`src/rtl/sha256_pkg.sv`:
```
// Shared constants, FSM state type and SHA-256 helper functions for the
// multi-block sequencer and its compression core.
package sha256_pkg;

  localparam int unsigned BLOCK_W  = 512;
  localparam int unsigned DIGEST_W = 256;
  localparam int unsigned COUNT_W  = 16;

  localparam logic [DIGEST_W-1:0] SHA256_H0 = {
    32'h6a09e667, 32'hbb67ae85, 32'h3c6ef372, 32'ha54ff53a,
    32'h510e527f, 32'h9b05688c, 32'h1f83d9ab, 32'h5be0cd19
  };

  localparam logic [0:63][31:0] SHA256_K = {
    32'h428a2f98, 32'h71374491, 32'hb5c0fbcf, 32'he9b5dba5, 32'h3956c25b, 32'h59f111f1, 32'h923f82a4, 32'hab1c5ed5,
    32'hd807aa98, 32'h12835b01, 32'h243185be, 32'h550c7dc3, 32'h72be5d74, 32'h80deb1fe, 32'h9bdc06a7, 32'hc19bf174,
    32'he49b69c1, 32'hefbe4786, 32'h0fc19dc6, 32'h240ca1cc, 32'h2de92c6f, 32'h4a7484aa, 32'h5cb0a9dc, 32'h76f988da,
    32'h983e5152, 32'ha831c66d, 32'hb00327c8, 32'hbf597fc7, 32'hc6e00bf3, 32'hd5a79147, 32'h06ca6351, 32'h14292967,
    32'h27b70a85, 32'h2e1b2138, 32'h4d2c6dfc, 32'h53380d13, 32'h650a7354, 32'h766a0abb, 32'h81c2c92e, 32'h92722c85,
    32'ha2bfe8a1, 32'ha81a664b, 32'hc24b8b70, 32'hc76c51a3, 32'hd192e819, 32'hd6990624, 32'hf40e3585, 32'h106aa070,
    32'h19a4c116, 32'h1e376c08, 32'h2748774c, 32'h34b0bcb5, 32'h391c0cb3, 32'h4ed8aa4a, 32'h5b9cca4f, 32'h682e6ff3,
    32'h748f82ee, 32'h78a5636f, 32'h84c87814, 32'h8cc70208, 32'h90befffa, 32'ha4506ceb, 32'hbef9a3f7, 32'hc67178f2
  };

  typedef enum logic [2:0] {
    S_FLUSH,
    S_ACCEPT,
    S_START,
    S_WAIT,
    S_DONE,
    S_ERR
  } seq_state_e;

  function automatic logic [31:0] rotr(input logic [31:0] x, input int unsigned n);
    return (x >> n) | (x << (32 - n));
  endfunction

  function automatic logic [31:0] bsig0(input logic [31:0] x);
    return rotr(x, 2) ^ rotr(x, 13) ^ rotr(x, 22);
  endfunction

  function automatic logic [31:0] bsig1(input logic [31:0] x);
    return rotr(x, 6) ^ rotr(x, 11) ^ rotr(x, 25);
  endfunction

  function automatic logic [31:0] ssig0(input logic [31:0] x);
    return rotr(x, 7) ^ rotr(x, 18) ^ (x >> 3);
  endfunction

  function automatic logic [31:0] ssig1(input logic [31:0] x);
    return rotr(x, 17) ^ rotr(x, 19) ^ (x >> 10);
  endfunction

endpackage

```
`src/rtl/sha256.sv`:
```
// Iterative SHA-256 compression core: one round per cycle, output_valid
// pulses 65 cycles after input_valid. The core has no reset input.
module sha256
  import sha256_pkg::*;
(
  input  logic                clk,
  input  logic                input_valid,
  input  logic [BLOCK_W-1:0]  M_in,
  input  logic [DIGEST_W-1:0] H_in,
  output logic                output_valid,
  output logic [DIGEST_W-1:0] H_out
);

  // Working variables a..h live in v_q[7]..v_q[0], matching H_in word order.
  logic [7:0][31:0]   v_q, v_d;
  logic [BLOCK_W-1:0] w_q, w_d;
  logic [5:0]         round_q;
  logic               active_q;
  logic               done_q;

  always_comb begin
    logic [31:0] t1, t2, ch, maj, wnext;
    ch    = (v_q[3] & v_q[2]) ^ (~v_q[3] & v_q[1]);
    maj   = (v_q[7] & v_q[6]) ^ (v_q[7] & v_q[5]) ^ (v_q[6] & v_q[5]);
    t1    = v_q[0] + bsig1(v_q[3]) + ch + SHA256_K[round_q] + w_q[511:480];
    t2    = bsig0(v_q[7]) + maj;
    v_d   = {t1 + t2, v_q[7], v_q[6], v_q[5], v_q[4] + t1, v_q[3], v_q[2], v_q[1]};
    wnext = ssig1(w_q[63:32]) + w_q[223:192] + ssig0(w_q[479:448]) + w_q[511:480];
    w_d   = {w_q[479:0], wnext};
  end

  always_ff @(posedge clk) begin
    if (input_valid) begin
      v_q      <= H_in;
      w_q      <= M_in;
      round_q  <= '0;
      active_q <= 1'b1;
      done_q   <= 1'b0;
    end else if (active_q) begin
      v_q     <= v_d;
      w_q     <= w_d;
      round_q <= round_q + 6'd1;
      if (round_q == 6'd63) begin
        active_q <= 1'b0;
        done_q   <= 1'b1;
      end
    end else begin
      done_q <= 1'b0;
    end
  end

  // H_in is held stable by the caller, so the feed-forward add uses it directly.
  always_comb begin
    H_out = '0;
    for (int unsigned i = 0; i < 8; i++) begin
      H_out[i*32 +: 32] = H_in[i*32 +: 32] + v_q[i];
    end
  end

  assign output_valid = done_q;

endmodule

```
`src/rtl/sha256_H_0.sv`:
```
// Source of the SHA-256 initial hash value H0.
module sha256_H_0
  import sha256_pkg::*;
(
  output logic [DIGEST_W-1:0] H_0
);

  assign H_0 = SHA256_H0;

endmodule

```
`src/rtl/sha256_block_sequencer_core.sv`:
```
// Compression core plus H0 source, bundled as the sequencer's datapath.
module sha256_block_sequencer_core
  import sha256_pkg::*;
(
  input  logic                clk_i,
  input  logic                start_i,
  input  logic [BLOCK_W-1:0]  m_i,
  input  logic [DIGEST_W-1:0] h_i,
  output logic                done_o,
  output logic [DIGEST_W-1:0] h_o,
  output logic [DIGEST_W-1:0] h0_o
);

  sha256 u_sha256 (
    .clk          (clk_i),
    .input_valid  (start_i),
    .M_in         (m_i),
    .H_in         (h_i),
    .output_valid (done_o),
    .H_out        (h_o)
  );

  sha256_H_0 u_h0 (
    .H_0 (h0_o)
  );

endmodule

```
`src/rtl/sha256_block_sequencer.sv`:
```
// Feeds pre-padded 512-bit blocks to the SHA-256 core, chains H across the
// blocks of a message and holds the final digest until accepted.
module sha256_block_sequencer
  import sha256_pkg::*;
#(
  parameter int unsigned TIMEOUT_CYCLES = 255
) (
  input  logic                clk,
  input  logic                rst,
  input  logic                blk_valid,
  output logic                blk_ready,
  input  logic [BLOCK_W-1:0]  blk_data,
  input  logic                blk_last,
  output logic                digest_valid,
  input  logic                digest_ready,
  output logic [DIGEST_W-1:0] digest,
  output logic                busy,
  output logic                error,
  output logic [COUNT_W-1:0]  block_count
);

  localparam int unsigned TIMER_W = $clog2(TIMEOUT_CYCLES + 1);
  localparam logic [TIMER_W-1:0] TIMER_LAST = TIMER_W'(TIMEOUT_CYCLES - 1);

  seq_state_e          state_q, state_d;
  logic [TIMER_W-1:0]  timer_q, timer_d;
  logic [BLOCK_W-1:0]  m_q, m_d;
  logic [DIGEST_W-1:0] h_q, h_d;
  logic                last_q, last_d;
  logic [COUNT_W-1:0]  cnt_q, cnt_d;
  logic                err_q, err_d;

  logic                core_start;
  logic                core_done;
  logic [DIGEST_W-1:0] core_h;
  logic [DIGEST_W-1:0] h0;

  sha256_block_sequencer_core u_core (
    .clk_i   (clk),
    .start_i (core_start),
    .m_i     (m_q),
    .h_i     (h_q),
    .done_o  (core_done),
    .h_o     (core_h),
    .h0_o    (h0)
  );

  always_ff @(posedge clk) begin
    if (rst) begin
      state_q <= S_FLUSH;
      timer_q <= '0;
      m_q     <= '0;
      h_q     <= h0;
      last_q  <= 1'b0;
      cnt_q   <= '0;
      err_q   <= 1'b0;
    end else begin
      state_q <= state_d;
      timer_q <= timer_d;
      m_q     <= m_d;
      h_q     <= h_d;
      last_q  <= last_d;
      cnt_q   <= cnt_d;
      err_q   <= err_d;
    end
  end

  always_comb begin
    state_d = state_q;
    timer_d = timer_q;
    m_d     = m_q;
    h_d     = h_q;
    last_d  = last_q;
    cnt_d   = cnt_q;
    err_d   = err_q;
    case (state_q)
      // The core cannot be reset, so any result still in flight is left to drain here.
      S_FLUSH: begin
        timer_d = timer_q + 1'b1;
        if (timer_q == TIMER_LAST) begin
          timer_d = '0;
          state_d = S_ACCEPT;
        end
      end
      S_ACCEPT: begin
        if (blk_valid) begin
          m_d     = blk_data;
          last_d  = blk_last;
          state_d = S_START;
        end
      end
      S_START: begin
        timer_d = '0;
        state_d = S_WAIT;
      end
      S_WAIT: begin
        timer_d = timer_q + 1'b1;
        if (core_done) begin
          h_d     = core_h;
          if (cnt_q != '1) cnt_d = cnt_q + COUNT_W'(1);
          state_d = last_q ? S_DONE : S_ACCEPT;
        end else if (timer_q == TIMER_LAST) begin
          err_d   = 1'b1;
          state_d = S_ERR;
        end
      end
      S_DONE: begin
        if (digest_ready) begin
          h_d     = h0;
          cnt_d   = '0;
          state_d = S_ACCEPT;
        end
      end
      S_ERR: ;
      default: state_d = S_FLUSH;
    endcase
  end

  assign core_start   = (state_q == S_START);
  assign blk_ready    = (state_q == S_ACCEPT);
  assign digest_valid = (state_q == S_DONE);
  assign digest       = h_q;
  assign busy         = !((state_q == S_ACCEPT) && (cnt_q == '0));
  assign error        = err_q;
  assign block_count  = cnt_q;

endmodule

```
`config.mk`:
```
export PLATFORM = sky130hd
export DESIGN_NAME = sha256_block_sequencer
export DESIGN_NICKNAME = d
export VERILOG_FILES = /design/src/rtl/sha256_pkg.sv /design/src/rtl/sha256.sv /design/src/rtl/sha256_H_0.sv /design/src/rtl/sha256_block_sequencer_core.sv /design/src/rtl/sha256_block_sequencer.sv
export SDC_FILE = /design/constraint.sdc
export NUM_CORES = 2
export LEC_CHECK = 0
export BUFFER_PORTS_ARGS = -buffer_cell sky130_fd_sc_hd__buf_4
export CORE_UTILIZATION = 61
export CTS_CLUSTER_DIAMETER = 150
export CTS_CLUSTER_SIZE = 14
export DETAILED_ROUTE_END_ITERATION = 8
export PLACE_DENSITY = 0.88
export SETUP_SLACK_MARGIN = 0.15
export SLEW_MARGIN = 15
export SYNTH_ARGS = -nofsm -noshare
export SYNTH_HDL_FRONTEND = slang
export SYNTH_SLANG_ARGS = --single-unit
```
`constraint.sdc`:
```
create_clock -name clk -period 28.1 [get_ports clk]
set_input_delay 0 -clock clk [delete_from_list [all_inputs] [get_ports clk]]
set_output_delay 0 -clock clk [all_outputs]
set_load 0.005 [all_outputs]
```
==> results.md, run 1 <==
- Row count: 138
- Detail Placement HPWL: between 200 and 250 mm
- Synth top area share: 0.263
- Fail Step: 5_1_grt
- # hold bufs at CTS: roughly 740
- Yosys top cell by area: edfxtp_1
- Register area share after synthesis: 0.447
- Initial Utilization: 0.617
- Die height: about 380 um
- Buffers on Ports: just under 800
- Post-CTS Setup Repair Bufs: 0
- EDFF count, synth: between 700 and 800
- Error: [ERROR GRT-0232] Routing congestion too high. Check the congestion heatmap in the GUI.
- Top area cells in the synthesized netlist: edfxtp_1 (26%), dfxtp_1 (18%), nand2_1 (15%)
- Status: aborted with a tool error
- Largest net degree at the start of global routing: between 200 and 250
- All-Layer GR Usage: 0.559
- Syn nets: about 11000
- Yosys cell types: 95
- Ports: between 700 and 800
- Mean Syn Cell Area: about 8.5 um2
- Final GP Congestion: 1.02
- Grt total ovfl: 15
- Post-Synthesis Cells: approximately 10000
- Post-synth design cell area: approximately 90000 um2
- Clock buffer depth: 3
- Fraction of registers with async set/reset: 0
- Synth Flop Type: dfxtp_1
- CTS root buf: clkbuf_16
- Pre-CTS WS: around 18 ns
- Synth Warn #: 0
- Yosys reg bits: approximately 1600
- TritonCTS Buffers: about 130
- Clock sink count: ~1600
- Initial antenna violation count: 80
- Die W: 381 um
- CTS H-tree depth: 4
- # resized after CTS: 0
kinds of logic after synthesis:
group,synth area share
AOI/OAI and AO/OA,0.146
xor gates and xnor gates,0.0587
adders and majority gates,0.102
buffers and inverters,0.0418
DFF,0.447
muxes,0.00717
and+or+nand+nor,0.198
per-stage QoR:
stage / area, um2 / utilization / std cells
CTS: 106000 / 0.746 / 13419
detailed placement: 94600 / 0.666 / 12441
floorplan: 87700 / - / 10261
global placement: 94600 / 0.666 / 12441
Yosys cell counts, types with 92 or more instances:
cell type,count
a21o_1,204
a21oi_1,947
clkbuf_1,520
dfxtp_1,805
edfxtp_1,768
fa_1,195
ha_1,400
inv_1,399
nand2_1,3452
nand3_1,92
nor2_1,455
o21ai_0,280
o21ai_1,97
xnor2_1,380
xor2_1,201
metal layers:
| layer | GRT overflow | track usage |
|---|---|---|
| met4 | 8 | 0.495 |
| met3 | 0 | 0.296 |
| met2 | 7 | 0.771 |
| met5 | 0 | 0.0916 |
| met1 | 0 | 0.615 |
==> run 2, diff against run 1 <==
--- a/config.mk
+++ b/config.mk
@@ -6,12 +6,9 @@
 export NUM_CORES = 2
 export LEC_CHECK = 0
 export BUFFER_PORTS_ARGS = -buffer_cell sky130_fd_sc_hd__buf_4
-export CORE_UTILIZATION = 61
-export CTS_CLUSTER_DIAMETER = 150
-export CTS_CLUSTER_SIZE = 14
+export CORE_UTILIZATION = 40
 export DETAILED_ROUTE_END_ITERATION = 8
-export PLACE_DENSITY = 0.88
-export SETUP_SLACK_MARGIN = 0.15
+export PLACE_DENSITY_LB_ADDON = 0.15
 export SLEW_MARGIN = 15
 export SYNTH_ARGS = -nofsm -noshare
 export SYNTH_HDL_FRONTEND = slang
==> results.md, run 2 <==
- Initial Utilization: 0.403 (was 0.617)
- Most common cell after layout, fill and taps aside: nand2_1
- Maxcap violations: 0
- Post-synthesis mux area share: 0.00717 (unchanged)
- Buffers on Ports: 792 (unchanged)
- All-Layer GR Usage: 0.317
- DRT iter0 DRCs: around 7300
- Die W: 470 um (was 381 um)
- TritonCTS clock tree: built
- # hold bufs at CTS: 1100 (was 736)
- DRC violations left: 0
- Fmax: 0.0970 GHz
- Slew @ Worst Pin: ~1.2 ns
- Yosys reg bits: 1573 (unchanged)
- # resized after CTS: 0 (unchanged)
- DR WL/cell: approximately 24 um
- Skew final: between 0.06 and 0.07 ns
- Layout cells sized above 1: 0.103
- CTS H-tree depth: 4 (unchanged)
- Row count: 171 (was 138)
- Unrepaired setup endpoints after global routing: false
- Register area share after synthesis: 0.447 (unchanged)
- EDFF count, synth: 768 (unchanged)
- Worst Path Arrival: between 10 and 15 ns
- Crit path capture type: register
- Synth Flop Type: dfxtp_1 (unchanged)
- XOR/XNOR share of the synthesized area: 0.0587 (unchanged)
- Ports: 793 (unchanged)
- Post-Synthesis Cells: 10261 (unchanged)
- Final GP Congestion: 0.952 (was 1.02)
- Max Slew Vio Count: 0
- Reg clk slew, reported paths: 0.06 ns
- DRT Pass-1 Iters: 6
- Largest net degree at the start of global routing: 245
- CP Class: register to register
- Period utilization: 0.367
- Post-Synth Adder-Cell Area: 0.102 (unchanged)
- Main combinational cell family by area after synthesis: simple AND/OR/NAND/NOR gates (unchanged)
- Post-CTS Setup Repair Bufs: 0 (unchanged)
- Most frequent cells in the layout: nand2_1 (3447), dlygate4sd3_1 (1100), a21oi_1 (946)
- Final setup viols: 0
- CP required: approximately 29 ns
- Post-Synth Simple-Gate Area: 0.198 (unchanged)
- Most instantiated library cell after synthesis: nand2_1 (unchanged)
- Grt total ovfl: 0
- Fin. Hold Viols: 0
- Synth top area share: 0.263 (unchanged)
- Min Tclk post-route: roughly 10 ns
- Fin nets: 12970
- Syn nets: 11373 (unchanged)
- Startpoint types: register
- Path category of the worst min-delay check: input pin to register
- Fraction of registers with async set/reset: 0 (unchanged)
- Final setup TNS: 0 ns
- CP max stage delay: 1.00 ns
- Top area cells in the synthesized netlist: edfxtp_1 (26%), dfxtp_1 (18%), nand2_1 (15%) (unchanged)
- Die height: 470 um (was 381 um)
- Slowest CP cell: a2111oi_0
- Relative slew slack: 0.194
- Commonest cells post-synth: nand2_1 (3452), a21oi_1 (947), dfxtp_1 (805) (unchanged)
- Status: finished clean (was aborted with a tool error)
- Post-synth design cell area: 87700 um2 (unchanged)
- Compound-gate portion of the synthesized area: 0.146 (unchanged)
- ANT nets after route: 0
- CTS root buf: clkbuf_16 (unchanged)
- Layout area overhead: 28.8%
- Yosys cell types: 95 (unchanged)
- Skew-Pair Late Insertion Delay: just under 0.9 ns
- First-pass GRT wire length: 524 mm
- Critical Path Fanout Max: 31
- Yosys top cell by area: edfxtp_1 (unchanged)
- Routed vias/inst: between 5 and 6
- Detail Placement HPWL: 254 mm (was 226 mm)
- Clock buffer depth: 3 (unchanged)
- Full die area: between 200000 and 250000 um2
- TritonCTS Buffers: 179 (was 131)
- Vias in the first global route: roughly 80000
- Synth Warn #: 0 (unchanged)
- Initial antenna violation count: 12
- Core Region: between 200000 and 250000 um2
- Mean Syn Cell Area: 8.55 um2 (unchanged)
- Wirelength, routed: approximately 360 mm
- Vias post-DR: just over 80000
- Clock sink count: 1573 (unchanged)
[run 2: cell counts after synthesis]
Identical to the previous run, type by type.
[run 2: worst paths after layout]
path | start | to | slack, ns | cells past startpoint
setup / recovery | u_core.u_sha256.round_q[0] | u_core.u_sha256.v_d[223] | 17.79 | 40
hold / removal | blk_data[399] | m_q[399] | 0.06 | 4
setup reg to reg | u_core.u_sha256.round_q[0] | u_core.u_sha256.v_d[223] | 17.79 | 40
hold reg to reg | m_q[493] | m_q[493] | 0.45 | 2
[run 2: area by class of cell]
cell class | instances | area, um2
Fill cell | 19750 | 105000
Antenna cell | 11 | 27.5
Sequential cell | 1573 | 39200
Inverter | 402 | 1510
Multi-Input combinational cell | 7713 | 45000
Tap cell | 2854 | 3570
Clock buffer | 243 | 4970
Timing Repair Buffer | 1989 | 17800
Clock inverter | 95 | 1020
[run 2: metal layers]
metal / GRT usage / part of all wire
met1: 0.399 / 0.41
met2: 0.537 / 0.48
met3: 0.0409 / 0.058
met4: 0.147 / 0.051
met5: 0 / 0.000030
[run 2: kinds of logic (layout without fill, tap and decap cells)]
logic type | after synthesis | in the layout
XOR/XNOR | 584 | 584
flip-flops | 1573 | 1573
other | 0 | 11
AND/OR/NAND/NOR | 4356 | 4356
AO/OA/AOI/OAI | 2121 | 2121
multiplexers | 54 | 54
adder cells (fa/ha/maj) | 598 | 598
buffers and inverters | 975 | 2729
[run 2: through the flow]
stage	utilization	cells	cell area, um2	hold slack, ns	setup WS, ns
after floorplan	-	10261	87700	0.136	8.03
after global placement	0.441	13431	96000	0.250	18.25
after detailed placement	0.441	13431	96000	0.257	18.04
after CTS	0.519	14869	113000	0.000755	18.00
after global routing	0.519	14880	113000	0.0104	17.37
final	0.519	14880	113000	0.0613	17.79
[run 2: worst max-delay path, delay by kind of cell, from the launching register on]
family / cells / cell delay, ns
flops: 1 / 0.31
compound gates: 18 / 4.48
xor+xnor: 2 / 0.44
buf+inv: 8 / 1.60
fa+ha+maj: 6 / 2.36
simple gates: 6 / 0.79
Power of run 2 is not shown: default switching activity piles up to over one toggle a cycle in this logic, so the estimate is an artifact.
